$ cat src/rtl/encoder_pkg.sv
// Shared constants and helpers for the queued priority encoder.
// Latency: n/a (constants and elaboration-time functions only).
// Backpressure: n/a.
package encoder_pkg;

   // Transfer FSM: IDLE has nothing on offer, HOLD presents out_idx with out_valid high
   localparam logic [0:0] IDLE = 1'b0;
   localparam logic [0:0] HOLD = 1'b1;

   // Ceiling log2, used to size the index output from the request count
   function automatic int clog2(input int value);
      int r;
      r = 0;
      for (int i = 0; i < 31; i++) begin
         if ((1 << i) < value) r = i + 1;
      end
      return r;
   endfunction

endpackage

$ cat src/rtl/pri_enc_comb.sv
// Highest-set-bit priority encoder, N request bits to a W-bit index plus any_set.
// Latency: purely combinational.
// Backpressure: none; idx is 0 and any_set is low when vec is all zero.
module pri_enc_comb #(
   parameter int N = 4,
   parameter int W = 2
)(
   input  logic [N-1:0] vec,
   output logic [W-1:0] idx,
   output logic         any_set
);

   // Scan upward so the highest set bit is the last one written and wins
   always_comb begin
      idx     = '0;
      any_set = |vec;
      for (int i = 0; i < N; i++) begin
         if (vec[i]) idx = W'(i);
      end
   end

endmodule

$ cat src/rtl/pri_encoder_4to2_queued.sv
// Latches request pulses and hands out the highest pending index over valid/ready.
// Latency: req at edge k -> pending after k -> out_valid after k+1 (2 cycles from idle).
// Backpressure: out_idx/out_valid hold while out_ready is low; requests keep merging into pending.
module pri_encoder_4to2_queued
   import encoder_pkg::*;
#(
   parameter int N = 4,
   localparam int W = clog2(N)
)(
   input  logic         clk,
   input  logic         rst,
   input  logic [N-1:0] req,
   input  logic         out_ready,
   output logic         out_valid,
   output logic [W-1:0] out_idx,
   output logic [N-1:0] pending,
   output logic         overrun
);

   logic [0:0]   state;
   logic         accept;
   logic [N-1:0] cur_mask;
   logic [N-1:0] clr_mask;
   logic [N-1:0] rem;
   logic [W-1:0] pend_idx;
   logic         pend_any;
   logic [W-1:0] rem_idx;
   logic         rem_any;

   assign out_valid = (state == HOLD);
   assign accept    = out_valid & out_ready;
   // One-hot of the index currently on offer
   assign cur_mask  = {{(N-1){1'b0}}, 1'b1} << out_idx;
   assign clr_mask  = accept ? cur_mask : '0;
   // What is left to serve once the current index is taken (this cycle's req not included)
   assign rem       = pending & ~cur_mask;

   // Selection from idle uses the whole pending set
   pri_enc_comb #(.N(N), .W(W)) u_enc_pend (
      .vec     (pending),
      .idx     (pend_idx),
      .any_set (pend_any)
   );

   // Back-to-back reload picks from what remains after the accepted index
   pri_enc_comb #(.N(N), .W(W)) u_enc_rem (
      .vec     (rem),
      .idx     (rem_idx),
      .any_set (rem_any)
   );

   // Pending set: clear the accepted bit, then OR in new requests so a same-cycle re-request survives
   always_ff @(posedge clk or posedge rst) begin
      if (rst) begin
         pending <= '0;
         overrun <= 1'b0;
      end else begin
         pending <= (pending & ~clr_mask) | req;
         if (|(req & pending & ~clr_mask)) overrun <= 1'b1;
      end
   end

   // Transfer FSM: load from pending when idle, hold without preemption, reload or drop after accept
   always_ff @(posedge clk or posedge rst) begin
      if (rst) begin
         state   <= IDLE;
         out_idx <= '0;
      end else begin
         case (state)
            IDLE: begin
               if (pend_any) begin
                  out_idx <= pend_idx;
                  state   <= HOLD;
               end
            end
            HOLD: begin
               if (out_ready) begin
                  if (rem_any) begin
                     out_idx <= rem_idx;
                  end else begin
                     state <= IDLE;
                  end
               end
            end
            default: state <= IDLE;
         endcase
      end
   end

endmodule

$ cat config.mk
export PLATFORM = sky130hd
export DESIGN_NAME = pri_encoder_4to2_queued
export DESIGN_NICKNAME = d
export VERILOG_FILES = /design/src/rtl/encoder_pkg.sv /design/src/rtl/pri_enc_comb.sv /design/src/rtl/pri_encoder_4to2_queued.sv
export SDC_FILE = /design/constraint.sdc
export NUM_CORES = 1
export LEC_CHECK = 0
export ABC_AREA = 1
export ABC_CLOCK_PERIOD_IN_PS = 1400
export BUFFER_PORTS_ARGS = -buffer_cell sky130_fd_sc_hd__buf_2
export CORE_AREA = 2 2 39 41
export DETAILED_ROUTE_END_ITERATION = 10
export DIE_AREA = 0 0 41 43
export SLEW_MARGIN = 20
export SYNTH_ARGS = -nofsm -noshare
export SYNTH_HDL_FRONTEND = slang
export SYNTH_HIERARCHICAL = 1
export SYNTH_SLANG_ARGS = --single-unit
$ cat constraint.sdc
create_clock -name clk -period 1.4 [get_ports clk]
set_input_delay 0.07 -clock clk [delete_from_list [all_inputs] [get_ports clk]]
set_output_delay 0.07 -clock clk [all_outputs]
set_load 0.02 [all_outputs]
==> results of run 1 <==
[metal layers]
layer  wire, um  GRT usage (%)  vias up
li1           -              -      280
met1        504           19.0      231
met2        550           25.9       12
met3         57           6.28        4
met4         27           10.0        0
met5          0              0        -
[stage by stage]
stage / setup WS, ns / setup TNS, ns / instance area, um^2 / hold WS, ns / cells
floorplan: 0.0585 / 0 / 509 / -0.114 / 81
global placement: 0.0556 / 0 / 614 / 0.0426 / 113
detailed placement: 0.0171 / 0 / 614 / 0.0344 / 113
CTS: 0.0651 / 0 / 673 / 0.0230 / 119
global route: -0.00329 / -0.00329 / 684 / 0.0510 / 119
finish: 0.114 / 0 / 684 / 0.0288 / 119
[Yosys cell counts]
library cell	count	area share [%]
dfrtp_1	8	39
nor2_2	2	2.5
o22ai_1	1	1.2
a21o_1	2	2.9
a21oi_1	2	2.0
nor2_1	10	7.4
o21bai_1	2	2.9
a22oi_1	1	1.5
inv_1	22	16
nand2_2	1	1.2
o21ai_0	3	2.9
nand2_1	27	20
[sequential cells by signal, summed over array words and instances (netlist names)]
register	cells
pending	4
out_idx	2
out_valid	1
overrun	1
[cell type report]
class | instances | area, um^2 | area share [%]
clock buffer | 3 | 22.5 | 3.29
inverter | 22 | 82.6 | 12.1
multi-input combinational | 51 | 243 | 35.5
sequential | 8 | 201 | 29.4
tap | 16 | 20.0 | 2.93
timing repair buffer | 19 | 115 | 16.8
[cells in the final DEF (no fill, tap or decap), types with 3 or more instances in the layout]
cell type	synthesis	layout
buf_2	0	14
clkbuf_4	0	3
dfrtp_1	8	7
dlygate4sd3_1	0	3
inv_1	22	21
nand2_1	27	27
nor2_1	10	9
nor2_2	2	3
[logic make-up (layout without fill, tap and decap cells)]
kind of cell	after synthesis	count (layout)	synth area share (%)
AO/OA/AOI/OAI	11	11	13.5
flip-flops	8	8	39.3
AND/OR/NAND/NOR	40	40	31.0
buffers and inverters	22	44	16.2
[worst max-delay path: cells and delay by family (launching register included)]
kind	cells	cell delay, ns
flip-flops	1	0.47
buffers and inverters	1	0.08
AO/OA/AOI/OAI	2	0.15
AND/OR/NAND/NOR	5	0.47
[where the power goes]
group / leakage (uW) / internal [uW] / switching (uW)
Sequential: 0.0000770 / 286 / 79.2
Clock: 0.0000138 / 98.3 / 82.2
Combinational: 0.000338 / 196 / 315
[what timing repair did]
item,CTS,global route
buffers inserted,0,0
gates resized for setup,1,6
hold buffers,3,0
pin swaps,0,1
setup endpoints to repair,1,2
hold endpoints to repair,10,0
[worst max path at each step]
| stage | start | to | slack, ns | depth (start not counted) |
|---|---|---|---|---|
| after global routing | out_idx[1]$_DFFE_PP0P_ | out_idx[1]$_DFFE_PP0P_ | -0.003 | 8 |
| after global placement | out_idx[0]$_DFFE_PP0P_ | out_idx[0]$_DFFE_PP0P_ | 0.06 | 8 |
| after detailed placement | out_idx[0]$_DFFE_PP0P_ | out_idx[0]$_DFFE_PP0P_ | 0.02 | 8 |
| after CTS | out_idx[0]$_DFFE_PP0P_ | out_idx[0]$_DFFE_PP0P_ | 0.07 | 9 |
| after floorplan | out_idx[0]$_DFFE_PP0P_ | out_idx[0]$_DFFE_PP0P_ | 0.06 | 7 |
| final | out_idx[1]$_DFFE_PP0P_ | out_idx[1]$_DFFE_PP0P_ | 0.11 | 8 |
==> impl.org, run 1 <==
** STA
- Final Cycle Share :: 91.8%
- The worst path needs 1.29 ns of the cycle, external delays included.
- Final setup vio count :: 0
- On the final layout, the worst clock skew is 0.00149 ns.
- Worst slew margin :: 79.3%
- Highest clock rate :: 778 MHz
- The number of hold-slack violations in the final timing report was 0.
- The max-slew violation count came to 0.
- Actual slew at the worst max-slew pin :: 0.310 ns

** Worst hold path
- In this run the worst hold path is classified as input port to flop.
- Hold path cells :: 2
- Beginning of the worst hold path :: req[2]
- For hold timing, the worst endpoint is pending[2]$_DFF_PP0_.

** Global routing
- The total overflow left after global routing is 0.
- The initial antenna violation count was 0.
- Global-route wire length before repair :: 1.95 mm
- Global-route usage over all layers :: 17.0%
- Vias in the first global route :: 500
- Pin count of the biggest net entering global routing :: 9

** Synth
- Synth Instances :: 81
- Post-synthesis cell area :: 509 um^2
- For this run, the register share of the synthesized area comes to 39.3%.
- In this run, distinct cell masters in the synthesized netlist total 12.
- Yosys synthesis warning count :: 6
- Mean instance size in the synthesized netlist :: 6.29 um^2
- Register bit count reported by yosys :: 8
- Net count of the mapped netlist :: 88

** Drt
- DRC Markers :: 0
- The final route contains 527 vias.
- WL/cell :: 9.58 um
- The final layout contains routed wiring with a total length of 1.14 mm.
- Number of vias per cell after detailed routing :: 4.43
- The detail route stage leaves a number of antenna-violating nets equal to 0.
- The detailed router finished its first iteration with 9 violations.
- The first TritonRoute pass finished after 4 iterations.

** Critical path
- Most used cell, CP :: nor2_1
- At the worst endpoint, the required time is 1.54 ns.
- Critical-path cell with the highest stage delay :: dfrtp_1
- For the worst flop-to-flop path, the logic depth is 8.
- In this design, the stage delay of the slowest critical-path cell is 0.47 ns.
- Critical Path End Type :: flop
- Reg-to-reg setup timing slack :: 0.11 ns
- Worst Setup Path Type :: flop to flop
- In this run the critical register-to-register path is launched from out_idx[1]$_DFFE_PP0P_.
- In this run the critical register-to-register path is captured at out_idx[1]$_DFFE_PP0P_.
- Startpoint class of the critical path :: flop
- Worst path cell trace :: nor2_1, nor2_1, nor2_1, nand2_1, inv_1, o22ai_2, nand2_1, o21ai_0
- Largest fanout on the critical path :: 8
- Worst EP arrival :: 1.43 ns

** Clock tree
- Insertion delay to the later sink of the worst-skew pair :: 0.26 ns
- The tree is rooted in a clkbuf_4.
- The clock passes through at most 2 buffers.
- Clock-pin slew was measured on the worst setup and hold paths at 0.05 ns.
- TritonCTS built the clock tree.
- Number of buffers inserted during clock tree synthesis :: 3
- TritonCTS sink count :: 8
- In this run the number of H-tree levels came out at 1.

** Pwr
- In this run the power density over the cells is 1540 nW/um^2.
- PnR Total Power :: 1060 uW
- The analysis attributes to cell leakage a power of 0.000428 uW.
- IR Drop Worst-Case VDD :: 0.709 mV

** Flow run
- Across the run, the number of max-cap violations was 0.

** Layout
- Share of post-route cells with drive strength above 1 :: 27.2%
- From synthesis to final layout, the design area changed by 34.4%.
- The number of antenna diodes in the final layout is 0.
- For this run, the post-layout net count is 112.
- Share of the core filled with cells :: 49.5%
- Filler cells :: 145

** Placement
- Detailed placement finished with a half-perimeter wire length of 872 um.
- Port buffering added 14 buffers.
- Weighted congestion reported at the end of routability-driven placement :: 0.818

** Run status
- Run status :: finished, final reports clean

** Die
- 15 I/O pins were placed.
- Chip height :: 43 um
- The die covers 1760 um^2.
- The initialized floorplan defines 14 standard-cell rows.
- Die width :: 41 um
- For this configuration, the core starts out at a cell density of 36.8%.
- The core region is 1380 um^2.
(Power assumes the default switching activity.)
==> run 2, diff against run 1 <==
Settings changed: ABC_CLOCK_PERIOD_IN_PS 1400 to 1500.
Clock period 1.4 ns to 1.5 ns, I/O delays scaled along.
==> impl.org, run 2 (synthesis gave the netlist of run 1 again) <==
** Layout
- The growth of design area from synthesis to finish was 25.3% (was 34.4%).
- The cell area after layout came to 638 um^2 (was 684 um^2).
- Flip-flop count of the largest register after layout :: 4 (unchanged)
- The most frequent standard cell in the layout excluding fill and tap cells is nand2_1 (unchanged).
- Commonest non-fill, non-tap cells in the layout: 27 x nand2_1, 22 x inv_1, 14 x buf_2 (was 27 x nand2_1, 21 x inv_1, 14 x buf_2).
- Filler cells :: 150 (was 145)
- The number of nets in the finished design is 108 (was 112).
- Registers with the most flip-flops :: pending (4), out_idx (2) (unchanged)
- The fraction of layout instances using a drive strength above 1 is 21.2% (was 27.2%).
- The register containing the most flip-flops in the final layout is pending (unchanged).
- Antenna diode count :: 0 (unchanged)

** Global routing
- The first-pass GRT wire length came to 1.73 mm (was 1.95 mm).
- Remaining Overflow, GRT :: 0 (unchanged)
- Pin count of the biggest net entering global routing :: 9 (unchanged)
- The total track usage was 15.2% (was 17.0%).
- The initial antenna violation count came to 0 (unchanged).
- Vias in the first global route :: 437 (was 500)

** Critical path
- Worst path cell trace: inv_1, nor2_1, nor2_1, nor2_1, nand2_1, inv_1, o22ai_2, nand2_1, o21ai_0 (was nor2_1, nor2_1, nor2_1, nand2_1, inv_1, o22ai_2, nand2_1, o21ai_0).
- The data arrival time at the worst-slack endpoint came to 1.47 ns (was 1.43 ns).
- The largest delay contributor family on the critical path is simple AND/OR/NAND/NOR gates (unchanged).
- Startpoint class of the critical path :: flop (unchanged)
- Logic depth of the worst register-to-register path :: 9 (was 8)
- The reg-to-reg critical path startpoint is out_idx[0]$_DFFE_PP0P_ (was out_idx[1]$_DFFE_PP0P_).
- The maximum fanout count along the critical path came to 5 (was 8).
- Reg-to-reg setup timing slack :: 0.18 ns (was 0.11 ns)
- The number of buffer and inverter instances along the worst setup path was 2 (was 1).
- Worst Setup Path Type :: flop to flop (unchanged)
- Maximum single-stage delay on the critical path :: 0.40 ns (was 0.47 ns)
- The most prevalent standard cell on the critical path is nor2_1 (unchanged).
- Crit Reg-Reg Endpoint :: out_idx[1]$_DFFE_PP0P_ (unchanged)
- Critical-path cell with the highest stage delay :: dfrtp_1 (unchanged)
- Critical Path End Type :: flop (unchanged)
- The endpoint required time on the critical path came to 1.64 ns (was 1.54 ns).

** Pwr
- The share of total power in sequential cells came to 35.9% (was 34.6%).
- Switching component of the power :: 420 uW (was 476 uW)
- The part of the total power dissipated in combinational logic was 45.3% (was 48.4%).
- PnR Total Power :: 928 uW (was 1060 uW)
- The switching part of the total came to 45.2% (was 45.1%).
- The worst ir drop on vdd came to 0.538 mV (was 0.709 mV).
- The cell-internal power was 508 uW (was 580 uW).
- Leakage power :: 0.000413 uW (was 0.000428 uW)
- Portion of total power attributed to the clock network :: 18.8% (was 17.1%)
- The power per unit of standard cell area came to 1450 nW/um^2 (was 1540 nW/um^2).

** Die
- Standard cell core area :: 1380 um^2 (unchanged)
- The placement row count is 14 (unchanged).
- The starting utilization of the core area is 36.8% (unchanged).
- The overall die height came to 43 um (unchanged).
- Number of ports placed on the die boundary :: 15 (unchanged)
- The x dimension of the die came to 41 um (unchanged).
- The area enclosed by the die boundary was 1760 um^2 (unchanged).

** STA
- The transition time at the pin with the least slew margin was 0.313 ns (was 0.310 ns).
- The number of hold-slack violations in the final timing report is 0 (unchanged).
- Worst slack on hold paths :: 0.00184 ns (was 0.0288 ns)
- The setup total negative slack came to 0 ns (unchanged).
- Final slew viol count :: 0 (unchanged)
- Highest clock rate :: 756 MHz (was 778 MHz)
- The worst max-slew margin expressed relative to the limit is 79.1% (was 79.3%).
- The shortest clock period the worst path allows after layout was 1.32 ns (was 1.29 ns).
- Final setup vio count :: 0 (unchanged)
- RSZ-0062 raised after global routing :: no
- Final Cycle Share :: 88.2% (was 91.8%)
- Final Worst Setup Slack :: 0.177 ns (was 0.114 ns)
- Worst setup skew after layout :: 0.00129 ns (was 0.00149 ns)

** Placement
- Instance area after placement :: 599 um^2 (was 614 um^2)
- Port Buffers :: 14 (unchanged)
- Weighted congestion reported at the end of routability-driven placement :: 0.838 (was 0.818)
- The half-perimeter wire length after placement came to 819 um (was 872 um).
- Placement-stage worst setup slack :: 0.136 ns (was 0.0171 ns)

** Drt
- The number of routed nets with antenna violations was 0 (unchanged).
- Length of the first detailed-routing pass in iterations :: 4 (unchanged)
- Total Routed Length :: 1.05 mm (was 1.14 mm)
- Number of vias per cell after detailed routing :: 4.46 (was 4.43)
- The detailed-route wire length per cell was 9.14 um (was 9.58 um).
- The number of vias in the routed layout was 513 (was 527).
- DRC Markers :: 0 (unchanged)
- Initial DRC count :: 15 (was 9)

** Run status
- Run status: finished, final reports clean (unchanged).

** Worst hold path
- The worst hold-check path type was input port to flop (unchanged).
- The hold-critical path endpoint is pending[1]$_DFF_PP0_ (was pending[2]$_DFF_PP0_).
- Beginning of the worst hold path :: req[1] (was req[2])
- The depth of the worst hold-timing path is 2 (unchanged).

** Clock tree
- Clock transition time at the flip-flop clock pins of the worst setup and hold paths :: 0.06 ns (was 0.05 ns)
- The post-CTS setup-driven buffer insertion count came to 0 (unchanged).
- The TritonCTS clock tree is built (unchanged).
- The number of buffers created by CTS is 3 (unchanged).
- Cell at the root of the clock tree :: clkbuf_4 (unchanged)
- Insertion delay to the later sink of the worst-skew pair :: 0.26 ns (about the same)
- TritonCTS sink count :: 8 (unchanged)
- The deepest level of the CTS H-tree was 1 (unchanged).
- The number of buffers on the longest clock path was 2 (unchanged).

** Flow run
- Max-capacitance violation count :: 0 (unchanged)
-- run 2: changes by cell type in the layout (fill, tap and decap cells not counted), sizes merged --
cell / previous run / this run
buf: 16 / 14
dlygate4sd3: 3 / 1
-- run 2: timing repair --
item                                   CTS  global route
gates resized for setup                  0             1
endpoints found under the hold margin    8             0
hold buffers                             1             0
setup endpoints to repair                0             2
-- run 2: routing by layer --
layer  global-route usage, %  up-vias  part of all wire (%)
met5                       0        -                     0
met1                    19.1      220                    47
met2                    20.3       16                    45
met4                    14.0        0                   3.4
met3                    3.14        5                   4.6
li1                        -      272                     -
-- run 2: through the flow --
step,util (%),cells
after floorplan,-,81
after global placement,43.3,111
after detailed placement,43.3,111
after CTS,45.7,115
after global routing,46.1,115
final,46.1,115
-- run 2: area by class of cell --
class / count / area, um^2 / share of cell area, %
inverter: 22 / 82.6 / 12.9
clock buffer: 3 / 22.5 / 3.53
timing repair buffer: 15 / 80.1 / 12.5
tap: 16 / 20.0 / 3.14
sequential: 8 / 200 / 31.4
multi-input combinational: 51 / 233 / 36.5
-- run 2: power by group through the flow --
stage / logic [uW] / registers (uW) / clock network [uW]
after floorplan: 252 / 389 / 0
after global placement: 421 / 335 / 0
after detailed placement: 412 / 341 / 0
after CTS: 416 / 338 / 176
after global routing: 484 / 348 / 183
final: 421 / 333 / 175
-- run 2: worst max-delay path by stage --
stage / start / to / slack (ns) / cells past startpoint
2_1_floorplan: out_idx[0]$_DFFE_PP0P_ / out_idx[0]$_DFFE_PP0P_ / 0.16 / 7
3_3_place_gp: out_idx[0]$_DFFE_PP0P_ / out_idx[0]$_DFFE_PP0P_ / 0.15 / 8
3_5_place_dp: out_idx[0]$_DFFE_PP0P_ / out_idx[0]$_DFFE_PP0P_ / 0.14 / 8
4_1_cts: out_idx[0]$_DFFE_PP0P_ / out_idx[0]$_DFFE_PP0P_ / 0.13 / 8
5_1_grt: out_idx[0]$_DFFE_PP0P_ / out_idx[1]$_DFFE_PP0P_ / 0.04 / 8
6_report: out_idx[0]$_DFFE_PP0P_ / out_idx[1]$_DFFE_PP0P_ / 0.18 / 9
-- run 2: worst reg2reg max path: stages (launching register included) --
cell and delay (ns):
dfrtp_1 0.40, inv_1 0.10, nor2_1 0.14, nor2_1 0.08, nor2_1 0.11, nand2_1 0.06
inv_1 0.08, o22ai_2 0.10, nand2_1 0.07, o21ai_0 0.07
==> run 3, diff against run 2 <==
Settings changed: ABC_CLOCK_PERIOD_IN_PS 1500 to 1100, SLEW_MARGIN 20 to unset, SYNTH_HIERARCHICAL 1 to unset.
Clock period 1.5 ns to 1.1 ns, I/O delays scaled along.
==> impl.org, run 3 <==
** Synth
- The top-area cell type share of the netlist area was 42.0% (was 39.3%).
- The compound-cell area share of the yosys netlist is 13.4% (was 13.5%).
- The cell type with the largest total area after synthesis is dfrtp_1 (unchanged).
- The net count of the mapped netlist was 73 (was 88).
- The largest family of logic cells by synthesized area is simple AND/OR/NAND/NOR gates (unchanged).
- The part of the Yosys area used for sequential elements is 42.0% (was 39.3%).
- Library cells used by synthesis :: 13 (was 12)
- The synthesized area per cell is 7.22 um^2 (was 6.29 um^2).
- Portion of netlist area occupied by mux cells :: 0% (unchanged)
- Number of enable-type register cells in the synthesized netlist :: 0 (unchanged)
- Ranking of synthesized cells by area :: dfrtp_1 42%, nand2_1 12%, inv_1 7.9% (was dfrtp_1 39%, nand2_1 20%, inv_1 16%)
- The synthesized-area fraction occupied by adder cells came to 0% (unchanged).
- Synth Instances :: 66 (was 81)
- Synthesized-area fraction occupied by xor and xnor cells :: 0% (unchanged)
- List of most frequent post-synthesis cells: 15 x nand2_1, 10 x inv_1, 8 x dfrtp_1, 8 x nor2_1, 7 x nand3_1 (was 27 x nand2_1, 22 x inv_1, 10 x nor2_1, 8 x dfrtp_1, 3 x o21ai_0).
- The Yosys warning count came to 0 (was 6).
- The combined area of all synthesized cells is 477 um^2 (was 509 um^2).
- Most common flop cell mapped by yosys :: dfrtp_1 (unchanged)
- Most frequent cell after synthesis :: nand2_1 (unchanged)
- The synthesis-stage register bit count is 8 (unchanged).
- Simple logic cell fraction of the synthesized area :: 36.7% (was 31.0%)
- The async set-reset flop share out of synthesis is 100% (unchanged).

** Pwr
- The worst ir drop on vdd is 0.694 mV (was 0.538 mV).
- The total leakage power came to 0.000373 uW (was 0.000413 uW).
- Power density over the cells :: 2210 nW/um^2 (was 1450 nW/um^2)
- PnR Total Power :: 1630 uW (was 928 uW)

** Global routing
- Global-route usage over all layers :: 15.8% (was 15.2%)
- Global-route wire length before repair :: 1.83 mm (was 1.73 mm)
- Remaining Overflow, GRT :: 0 (unchanged)
- The maximum number of pins on one net before global-route repair is 9 (unchanged).
- The number of global-route vias before repair was 462 (was 437).
- The initial antenna violation count came to 0 (unchanged).

** Layout
- Commonest non-fill, non-tap cells in the layout: 14 x buf_2, 11 x nand2_1, 9 x nand2_2 (was 27 x nand2_1, 22 x inv_1, 14 x buf_2).
- The register containing the most flip-flops in the final layout is pending (unchanged).
- The growth of design area from synthesis to finish is 54.3% (was 25.3%).
- The fraction of layout instances using a drive strength above 1 was 49.5% (was 21.2%).
- The count of inserted antenna diode cells came to 0 (unchanged).
- Registers with the most flip-flops: pending (4), out_idx (2) (unchanged).
- The number of nets in the finished design was 103 (was 108).
- The flip-flop count of the largest register, all copies and words added is 4 (unchanged).
- Most common library cell in the layout ignoring fill and taps :: buf_2 (was nand2_1)
- Filler cells :: 129 (was 150)

** Placement
- Weighted congestion reported at the end of routability-driven placement :: 0.782 (was 0.838)
- Port Buffers :: 14 (unchanged)
- Total half-perimeter wirelength after legalization and detailed placement :: 854 um (was 819 um)
- The setup slack after placement was -0.0492 ns (was 0.136 ns).

** Flow run
- The number of violations of the max-capacitance limit is 0 (unchanged).

** Critical path
- Reg-to-reg setup timing slack :: -0.12 ns (was 0.18 ns)
- Largest fanout on the critical path :: 5 (unchanged)
- The end of the worst register-to-register path is out_idx[1]$_DFFE_PP0P_ (unchanged).
- The startpoint-to-endpoint class of the critical path is flop to flop (unchanged).
- Logic depth of the worst register-to-register path :: 8 (was 9)
- The kind of end point of the critical path is a flop (unchanged).
- Data required time at the worst endpoint :: 1.26 ns (was 1.64 ns)
- Startpoint class of the critical path :: flop (unchanged)
- Reg-to-Reg Start :: out_idx[1]$_DFFE_PP0P_ (was out_idx[0]$_DFFE_PP0P_)
- Worst EP arrival :: 1.38 ns (was 1.47 ns)

** STA
- Final setup vio count :: 3 (was 0)
- Sum of negative setup slack :: -0.277 ns (was 0 ns)
- Final Worst Setup Slack :: -0.117 ns (was 0.177 ns)
- RSZ-0062 raised after global routing: yes (was no).
- The final clock period utilization by the worst path was 111% (was 88.2%).
- Final slew viol count :: 0 (unchanged)
- The worst max-slew margin expressed relative to the limit came to 77.9% (was 79.1%).
- The number of hold-slack violations in the final timing report is 0 (unchanged).
- The shortest clock period the worst path allows after layout was 1.22 ns (was 1.32 ns).
- The upper clock frequency limit was 822 MHz (was 756 MHz).
- The final clock skew was 0.00778 ns (was 0.00129 ns).
- Actual slew at the worst max-slew pin :: 0.331 ns (was 0.313 ns)

** Drt
- The via density per instance came to 4.81 (was 4.46).
- Initial DRC count :: 13 (was 15)
- Length of the first detailed-routing pass in iterations :: 4 (unchanged)
- WL/cell :: 11.2 um (was 9.14 um)
- Total Routed Length :: 1.24 mm (was 1.05 mm)
- The number of vias in the routed layout was 534 (was 513).
- Remaining number of nets flagged by the antenna check after routing :: 0 (unchanged)
- The number of design rule violations left after detail routing was 0 (unchanged).

** Die
- The x dimension of the die was 41 um (unchanged).
- Initial core utilization :: 34.4% (was 36.8%)
- The area enclosed by the die boundary came to 1760 um^2 (unchanged).
- The placement row count was 14 (unchanged).
- The overall die height came to 43 um (unchanged).
- The total I/O pin count came to 15 (unchanged).
- The placeable core region is 1380 um^2 (unchanged).

** Worst hold path
- The depth of the worst hold-timing path came to 3 (was 2).
- The worst hold-check path type is input port to flop (unchanged).
- Beginning of the worst hold path :: req[2] (was req[1])
- Terminating pin of the worst hold path :: pending[2]$_DFF_PP0_ (was pending[1]$_DFF_PP0_)

** Clock tree
- The clock transition at the registers of the reported paths came to 0.06 ns (about the same).
- Cell at the root of the clock tree :: clkbuf_4 (unchanged)
- Clock Tree Buf Depth :: 2 (unchanged)
- The number of buffers created by CTS came to 3 (unchanged).
- Insertion delay to the later sink of the worst-skew pair :: 0.26 ns (about the same)
- Maximum level of the CTS H-tree :: 1 (unchanged)
- TritonCTS clock tree :: built (unchanged)
- The number of clock sinks is 8 (unchanged).

** Run status
- The final reports fail on negative setup slack.
- Run status: finished with violations (was finished, final reports clean).
==> run 3: changes by cell type in the layout (fill, tap and decap cells not counted), moves of 4 or more <==
cell,delta
nor2_1,-4
nand2_2,+8
buf_4,+7
nand2_1,-16
nand3_1,+7
inv_1,-15
==> run 3: worst max path at each step <==
stage	start	to	cells after the start
after floorplan	out_idx[0]$_DFFE_PP0P_	out_idx[0]$_DFFE_PP0P_	8
after CTS	out_idx[1]$_DFFE_PP0P_	out_idx[0]$_DFFE_PP0P_	8
after global placement	out_idx[0]$_DFFE_PP0P_	out_idx[0]$_DFFE_PP0P_	8
final	out_idx[1]$_DFFE_PP0P_	out_idx[1]$_DFFE_PP0P_	8
after detailed placement	out_idx[0]$_DFFE_PP0P_	out_idx[0]$_DFFE_PP0P_	8
after global routing	out_idx[0]$_DFFE_PP0P_	out_idx[0]$_DFFE_PP0P_	8
==> run 3: layout make-up <==
type / count / area [um^2] / share of cell area, %
inverters: 10 / 40.0 / 5.44
well taps: 16 / 20.0 / 2.72
multi-input cells: 48 / 283 / 38.4
flip-flops and latches: 8 / 204 / 27.7
clock buffers: 4 / 26.3 / 3.57
repair buffers: 25 / 163 / 22.1
==> run 3: repair_timing <==
item / 4_1_cts / 5_1_grt
setup endpoints to repair: 4 / 5
pin swaps: 0 / 6
hold buffers: 4 / 0
setup buffers: 1 / 1
endpoints found under the hold margin: 11 / 0
resized for setup: 0 / 14
==> run 3: metal layers <==
| metal | global-route usage (%) | wire [um] | up-vias | part of all wire [%] |
|---|---|---|---|---|
| met5 | 0 | 0 | - | 0 |
| met4 | 13.3 | 44 | 0 | 3.6 |
| met3 | 3.66 | 44 | 7 | 3.6 |
| met2 | 20.9 | 611 | 16 | 49 |
| met1 | 20.4 | 538 | 244 | 43 |
| li1 | - | - | 267 | - |
==> run 3: worst max-delay path, stage by stage (launching register included) <==
cell     delay, ns
dfrtp_2       0.46
inv_4         0.09
nand2_2       0.05
nand2_1       0.08
nand2_2       0.08
o21ai_4       0.18
nand2_2       0.06
nand2_1       0.06
nand2_1       0.04
==> run 3: power breakdown <==
group / total, uW / switching, uW / internal, uW
clock: 255 / 115 / 140
sequential: 482 / 115 / 368
combinational: 890 / 513 / 377
==> run 3: cell families (layout without fill, tap and decap cells) <==
family | Yosys count | count (layout)
simple gates | 38 | 38
compound gates | 10 | 10
buf+inv | 10 | 39
flops | 8 | 8
==> run 3: through the flow <==
stage               hold WS (ns)  area [um^2]  util (%)  std cells
floorplan                 -0.130          480         -         66
global placement          0.0306          608      43.9        101
detailed placement        0.0324          608      43.9        101
CTS                      0.00361          682      49.3        110
global route              0.0360          736      53.2        111
finish                   0.00749          736      53.2        111
